**src/rtl/sub_pkg.sv**
```systemverilog
// Shared definitions for the serial subtractor: FSM encoding and
// parameter-legality rules evaluated at elaboration.
package sub_pkg;

  typedef enum logic {
    IDLE = 1'b0,
    RUN  = 1'b1
  } state_t;

  localparam int MIN_WIDTH = 2;

  // Legal when the operand is at least MIN_WIDTH wide and splits into whole chunks.
  function automatic bit params_ok(input int width, input int chunk);
    return (width >= MIN_WIDTH) && (chunk >= 1) && (chunk <= width) &&
           ((width % chunk) == 0);
  endfunction

endpackage

```
**src/rtl/sub_chunk.sv**
```systemverilog
// Combinational CHUNK-bit ripple subtractor: {bo, d} = x - y - bi,
// built from a chain of full-subtractor bit cells.
module sub_chunk #(
  parameter int CHUNK = 4
) (
  input  logic [CHUNK-1:0] x,
  input  logic [CHUNK-1:0] y,
  input  logic             bi,
  output logic [CHUNK-1:0] d,
  output logic             bo
);

  logic [CHUNK:0] br;

  assign br[0] = bi;

  for (genvar i = 0; i < CHUNK; i++) begin : g_cell
    assign d[i]    = x[i] ^ y[i] ^ br[i];
    assign br[i+1] = (~x[i] & y[i]) | (~(x[i] ^ y[i]) & br[i]);
  end

  assign bo = br[CHUNK];

endmodule

```
**src/rtl/serial_subtractor.sv**
```systemverilog
// Multi-cycle subtractor: diff = a - b - bin, CHUNK bits per clock, LSB first.
// States: IDLE | waiting for start ; RUN | one chunk per cycle, N cycles.
module serial_subtractor
  import sub_pkg::*;
#(
  parameter int WIDTH = 16,
  parameter int CHUNK = 4
) (
  input  logic             clk,
  input  logic             rst,
  input  logic             start,
  input  logic [WIDTH-1:0] a,
  input  logic [WIDTH-1:0] b,
  input  logic             bin,
  output logic             busy,
  output logic             done,
  output logic [WIDTH-1:0] diff,
  output logic             bout,
  output logic             ovf
);

  localparam int N  = WIDTH / CHUNK;
  localparam int CW = (N > 1) ? $clog2(N) : 1;

  if (!params_ok(WIDTH, CHUNK)) begin : g_bad_params
    $fatal(1, "serial_subtractor: WIDTH must be >= 2 and a multiple of CHUNK");
  end

  state_t           state;
  logic [CW-1:0]    cnt;
  logic [WIDTH-1:0] a_reg;
  logic [WIDTH-1:0] b_reg;
  logic [WIDTH-1:0] res_reg;
  logic             borrow;

  logic [CHUNK-1:0] x_chunk;
  logic [CHUNK-1:0] y_chunk;
  logic [CHUNK-1:0] d_chunk;
  logic             bo_chunk;
  logic [WIDTH-1:0] res_next;
  logic             last;
  int               idx;

  // res_next already contains the chunk being finished, so the final
  // cycle can publish the complete result without an extra stage.
  always_comb begin
    idx      = int'(cnt) * CHUNK;
    x_chunk  = a_reg[idx +: CHUNK];
    y_chunk  = b_reg[idx +: CHUNK];
    res_next = res_reg;
    res_next[idx +: CHUNK] = d_chunk;
    last     = (cnt == CW'(N - 1));
  end

  sub_chunk #(.CHUNK(CHUNK)) u_chunk (
    .x  (x_chunk),
    .y  (y_chunk),
    .bi (borrow),
    .d  (d_chunk),
    .bo (bo_chunk)
  );

  always_ff @(posedge clk) begin
    if (rst) begin
      state   <= IDLE;
      cnt     <= '0;
      a_reg   <= '0;
      b_reg   <= '0;
      res_reg <= '0;
      borrow  <= 1'b0;
      busy    <= 1'b0;
      done    <= 1'b0;
      diff    <= '0;
      bout    <= 1'b0;
      ovf     <= 1'b0;
    end else begin
      done <= 1'b0;
      case (state)
        IDLE: begin
          if (start) begin
            a_reg  <= a;
            b_reg  <= b;
            borrow <= bin;
            cnt    <= '0;
            busy   <= 1'b1;
            state  <= RUN;
          end
        end
        RUN: begin
          res_reg <= res_next;
          borrow  <= bo_chunk;
          if (last) begin
            state <= IDLE;
            busy  <= 1'b0;
            done  <= 1'b1;
            diff  <= res_next;
            bout  <= bo_chunk;
            ovf   <= (a_reg[WIDTH-1] != b_reg[WIDTH-1]) &&
                     (res_next[WIDTH-1] != a_reg[WIDTH-1]);
          end else begin
            cnt <= cnt + 1'b1;
          end
        end
        default: state <= IDLE;
      endcase
    end
  end

endmodule

```
**config.mk**
```make
export PLATFORM = sky130hd
export DESIGN_NAME = serial_subtractor
export DESIGN_NICKNAME = d
export VERILOG_FILES = /design/src/rtl/sub_pkg.sv /design/src/rtl/sub_chunk.sv /design/src/rtl/serial_subtractor.sv
export SDC_FILE = /design/constraint.sdc
export NUM_CORES = 1
export LEC_CHECK = 0
export ABC_AREA = 1
export ABC_CLOCK_PERIOD_IN_PS = 8050
export CAP_MARGIN = 20
export CORE_ASPECT_RATIO = 0.8
export CORE_MARGIN = 2
export CORE_UTILIZATION = 65
export DETAILED_ROUTE_END_ITERATION = 10
export DONT_BUFFER_PORTS = 1
export GPL_ROUTABILITY_DRIVEN = 0
export HOLD_SLACK_MARGIN = 0.02
export PLACE_DENSITY = 0.81
export RECOVER_POWER = 50
export SETUP_SLACK_MARGIN = 0.1
export SYNTH_ARGS = -nofsm -noshare
export SYNTH_HDL_FRONTEND = slang
export SYNTH_SLANG_ARGS = --single-unit
export TNS_END_PERCENT = 100
```
**constraint.sdc**
```tcl
create_clock -name clk -period 8.05 [get_ports clk]
set_input_delay 1.2075 -clock clk [delete_from_list [all_inputs] [get_ports clk]]
set_output_delay 1.2075 -clock clk [all_outputs]
set_load 0.01 [all_outputs]
```
### Yosys cells after proc, flatten, opt, wreduce, memory -nomap -nowiden

Index checks and enable logic that the tools add are counted.

| word-level totals | value |
|---|---|
| flip-flop bits (word level) | 72 |
| bits of input ports | 36 |
| output and inout port bits | 20 |
| logic and storage cells | 71 |

| cells by class | value |
|---|---|
| add/subtract/negate cells | 2 |
| equality and inequality tests | 6 |
| shift-type cells | 4 |
| muxes and demuxes | 13 |
| bitwise gates (word level) | 29 |
| reductions and logical operators | 6 |

Operators by type and width:

| operator | count |
|---|---|
| $neg 4->33 | 1 |
| $shift 4x33->16 const A | 1 |
| $shiftx 4x33->16 | 1 |
| $shiftx 16x5->4 | 2 |
| $bwmux 16 | 1 |
| $not 1->1 | 9 |
| $and 1x1->1 | 8 |
| $reduce_and 2->1 | 4 |
| $xor 1x1->1 | 8 |
| $mux 1 | 6 |
| $pmux 1 s2 | 3 |
| $mux 2 | 2 |
| $ne 2x2->1 const B | 2 |
| $or 1x1->1 | 4 |
| $pmux 2 s2 | 1 |
| $add 2x1->2 const B | 1 |
| $eq 2x2->1 const B | 1 |
| $ne 1x1->1 | 2 |
| $ne 2x1->1 const B | 1 |
| $reduce_or 2->1 | 1 |
| $logic_and 1x1->1 | 1 |

### Depth between registers and ports, before layout

| depth | value |
|---|---|
| depth in word-level cells | 14 |
| gate-level depth with buffers | 16 |
| mapped depth without buffers | 15 |

### By module

Synthesis repeated with hierarchy kept, for this count alone.

| unflattened totals | value |
|---|---|
| cell total of the unflattened synthesis | 457 |
| area total of the unflattened synthesis | 3,339.5 um^2 |

By module, submodules not included:

| module | times used | cells an instance | area each (um^2) | sequential area each (um^2) |
|---|---|---|---|---|
| serial_subtractor | 1 | 443 | 3,221.8 | 1,441.4 |
| sub_chunk | 1 | 14 | 117.6 | 0.0 |

### Worst setup path before layout

No wires, ideal clock.

| timing | value |
|---|---|
| path type | reg-to-reg |
| from | reg cnt[0] |
| to | reg ovf |
| library setup time | 0.113 ns |
| arrival | 2.960 ns |
| required time | 7.937 ns |
| path slack | 4.977 ns |
| stages on the path, launching flop included | 17 |
| buffers on the path | 2 |
| period minus slack after synthesis | 3.073 ns |
| path through | dfxtp_1 -> buf_2 -> buf_2 -> o21ai_0 -> o22ai_1 -> fa_1 -> inv_1 -> fa_1 -> fa_1 -> inv_1 -> fa_1 -> nor2_1 -> nand3_1 -> nand2_1 -> nand2_1 -> nand3_1 -> nand2_1 |

| on the way | value |
|---|---|
| longest elaborated chain between the ends | 14 |
| elaborated cells between the ends (all ways) | 33 |
| classes of those cells | add/sub (1); eq/ne (2); shift (4); mux (1); bitwise (23); reduce/logical (2) |

Ends and longest elaborated chain:

| item | RTL line | RTL |
|---|---|---|
| start: declaration | serial_subtractor.sv:30 | `logic [CW-1:0] cnt;` |
| start signal: assignment | serial_subtractor.sv:101 | `cnt <= cnt + 1'b1;` |
| $shiftx 16x5->4, on equally long branches | serial_subtractor.sv:48, serial_subtractor.sv:49 |  |
| $xor 1x1->1 | sub_chunk.sv:18, sub_chunk.sv:19 |  |
| $not 1->1 | sub_chunk.sv:19 | `assign br[i+1] = (~x[i] & y[i]) \| (~(x[i] ^ y[i]) & br[i]);` |
| $and 1x1->1 | sub_chunk.sv:19 |  |
| $or 1x1->1 | sub_chunk.sv:19 |  |
| $and 1x1->1 | sub_chunk.sv:19 |  |
| $or 1x1->1 | sub_chunk.sv:19 |  |
| $and 1x1->1 | sub_chunk.sv:19 |  |
| $or 1x1->1 | sub_chunk.sv:19 |  |
| $xor 1x1->1 | sub_chunk.sv:18 | `assign d[i] = x[i] ^ y[i] ^ br[i];` |
| $shiftx 4x33->16 | serial_subtractor.sv:51 | `res_next[idx +: CHUNK] = d_chunk;` |
| $bwmux 16 | serial_subtractor.sv:51 |  |
| $ne 1x1->1 | serial_subtractor.sv:99 | `(res_next[WIDTH-1] != a_reg[WIDTH-1]);` |
| $logic_and 1x1->1 | serial_subtractor.sv:98 | `ovf <= (a_reg[WIDTH-1] != b_reg[WIDTH-1]) &&` |
| end signal: assignment | serial_subtractor.sv:98 |  |
| end: declaration | serial_subtractor.sv:19 | `output logic ovf` |

Several ways; a longest one is shown, not always the timed one.
A chain may end at the register's enable or synchronous reset.

### Worst setup path after layout

Ends and elaborated chain as after synthesis.

==> metrics.txt <==
clk_lat worst skew=350 ps; vias in the first global route=2,392; hold_buf cts=0; Multi-input gate area=about 1500 um2; Max-slew headroom=-15.1%; synthesis-to-finish area growth=4.31%; WL final=~7.1 mm; H-Tree Depth=3; Synth Area per Inst=7.12 um2; clk_skew=9.31 ps; first-pass GRT wire length=11.5 mm; P_int=591 uW; Seq/Total Area, Yosys=between 40% and 50%; pin count of the biggest net entering global routing=36; PostCTS Resize Cnt=0; synth top area cells=dfxtp_1 44%, nand2_1 11%, nor2_1 11%, o21ai_0 8.8%, inv_1 4.7%; Syn Nets=between 500 and 600; drt wl/cell=13.7 um; worst slew pin tran=1720 ps; Root Driver=clkbuf_8; Crit path arrival time=4270 ps; IO Pins=56; Detailed Place HPWL=4.80 mm; DRC viols=0; max-cap violations=1; top cell type's share of synthesized area=43.9%; status=finished, violations left; Pwr Density=roughly 240 nW/um2; port bufs=0; RSZ-0062 raised after global routing=no; CP Launch Type=flip-flop; CTS Buf Count=9; Tcrit/Tclk final=between 40% and 50%; CP endpoint kind=flip-flop; die area=5640 um2; register-to-register setup slack=4030 ps; final hold violation count=0; Cells after Synth=about 460; Slew Viols, Final=35; CTS clk-pin slew, worst paths=80 ps; Rows=23; setup bufs post-CTS=0; CP Data Required Time=between 8000 and 9000 ps; clock sinks=between 70 and 80; Hold WC Path Type=flip-flop to flip-flop; LEAKAGE=0.00162 uW; via count=roughly 2,800; part of the power in the clock network=36.0%; Die Ht=a little under 70 um; DR pass1 iterations=5; Netlist cell types=25; Via density=5.37; TritonCTS clock tree=done; final setup violation count=0; critical path type=flip-flop to flip-flop; fillers=429; most common cell after layout, fill and taps aside=nand2_1; Global Route Usage Sum=a little over a quarter; Seq. cell area=1440 um2; initial core utilization=66.3%; diode count=0; Switch Pwr=229 uW; Logic pwr share=between 15 and 20%; switch share=27.9%; Max Fanout on Critical Path=27; minimum clock period=between 4000 and 5000 ps; Worst VDD drop=0.196 mV; core area=between 4000 and 5000 um2; Antenna Nets Post-Route=0; Final nets=497; initial antenna violation count=0; Initial DRC Count=189; grt ovf=0; fin util=69.2%; ratio of cells with drive above 1 in the final layout=between 4 and 5%; mapped cell area=3280 um2; number of buffers on the longest clock path=2; setup TNS=0 ps; Synth Register Bits=72; Flop pwr share=between 40% and 50%; die extent in x=between 80 and 90 um; yosys warns=0; most frequent cells in the layout=101 x nand2_1, 100 x nor2_1, 72 x dfxtp_1; f_max=around 0.25 GHz; failing checks=capacitance limit, slew limit; cell taking the most area after synthesis=dfxtp_1
==> routing by layer <==
metal  track usage, %  routed length [um]
met4             6.65                  86
met2             38.9                2990
met5                0                   0
met1             37.1                3540
met3             9.78                 479
==> final cells by class <==
class / instances / share of cell area [%]
clock buffer: 12 / 4.82
timing repair buffer: 1 / 0.219
multi-input combinational: 322 / 44.5
tap: 62 / 2.27
sequential: 72 / 42.1
inverter: 45 / 4.93
clock inverter: 3 / 1.17
==> critical path, cell delays in order (launching register included) <==
cell	delay, ps
dfxtp_1	820
inv_1	560
nand2_1	160
a32o_1	190
fa_1	170
inv_1	50
fa_1	370
fa_1	360
inv_1	90
fa_1	440
nor2_1	210
nand3_1	140
nand2_1	160
nand2_1	60
nand3_1	70
nand2_1	60
==> cell families (layout without fill, tap and decap cells) <==
| logic type | count (synthesis) | count (layout) | synth area share, % |
|---|---|---|---|
| flops | 72 | 72 | 43.9 |
| compound gates | 92 | 92 | 15.4 |
| buf+inv | 67 | 61 | 8.80 |
| simple gates | 220 | 220 | 27.1 |
| fa+ha+maj | 10 | 10 | 4.73 |
==> power groups by stage <==
| stage | logic (uW) | registers [uW] | clock network, uW |
|---|---|---|---|
| floorplan | 107 | 396 | 0 |
| global placement | 123 | 402 | 0 |
| detailed placement | 128 | 403 | 0 |
| CTS | 130 | 395 | 298 |
| global route | 149 | 398 | 312 |
| finish | 130 | 395 | 295 |
==> cells in the mapped netlist <==
cell,count
buf_6,3
clkbuf_1,7
a21oi_1,17
nor2_8,1
dfxtp_1,72
or2_2,1
nand3_1,12
ha_1,6
inv_2,4
nor2_1,97
nor2_4,1
a22o_1,1
buf_2,12
a32o_1,3
o22ai_1,4
o211ai_1,9
nand2_4,1
fa_1,4
inv_1,41
nand4_1,3
o21ai_0,58
nor3_1,1
nand2_2,1
nor2_2,2
nand2_1,100
==> worst paths after layout <==
check,start,endpoint,cells after the start
max,cnt[0],ovf,15
min,diff[10],diff[10],2
min reg2reg,diff[10],diff[10],2
max reg2reg,cnt[0],ovf,15
==> per-stage QoR <==
step	hold slack [ps]	power [uW]	setup slack [ps]	instances	cell area [um2]
after CTS	501	823	4290	517	3450
after global placement	488	526	4440	502	3250
final	496	820	4030	517	3420
after global routing	517	859	3700	517	3420
after detailed placement	489	531	4300	502	3250
after floorplan	456	503	4980	461	3280
(Power assumes the default switching activity.)
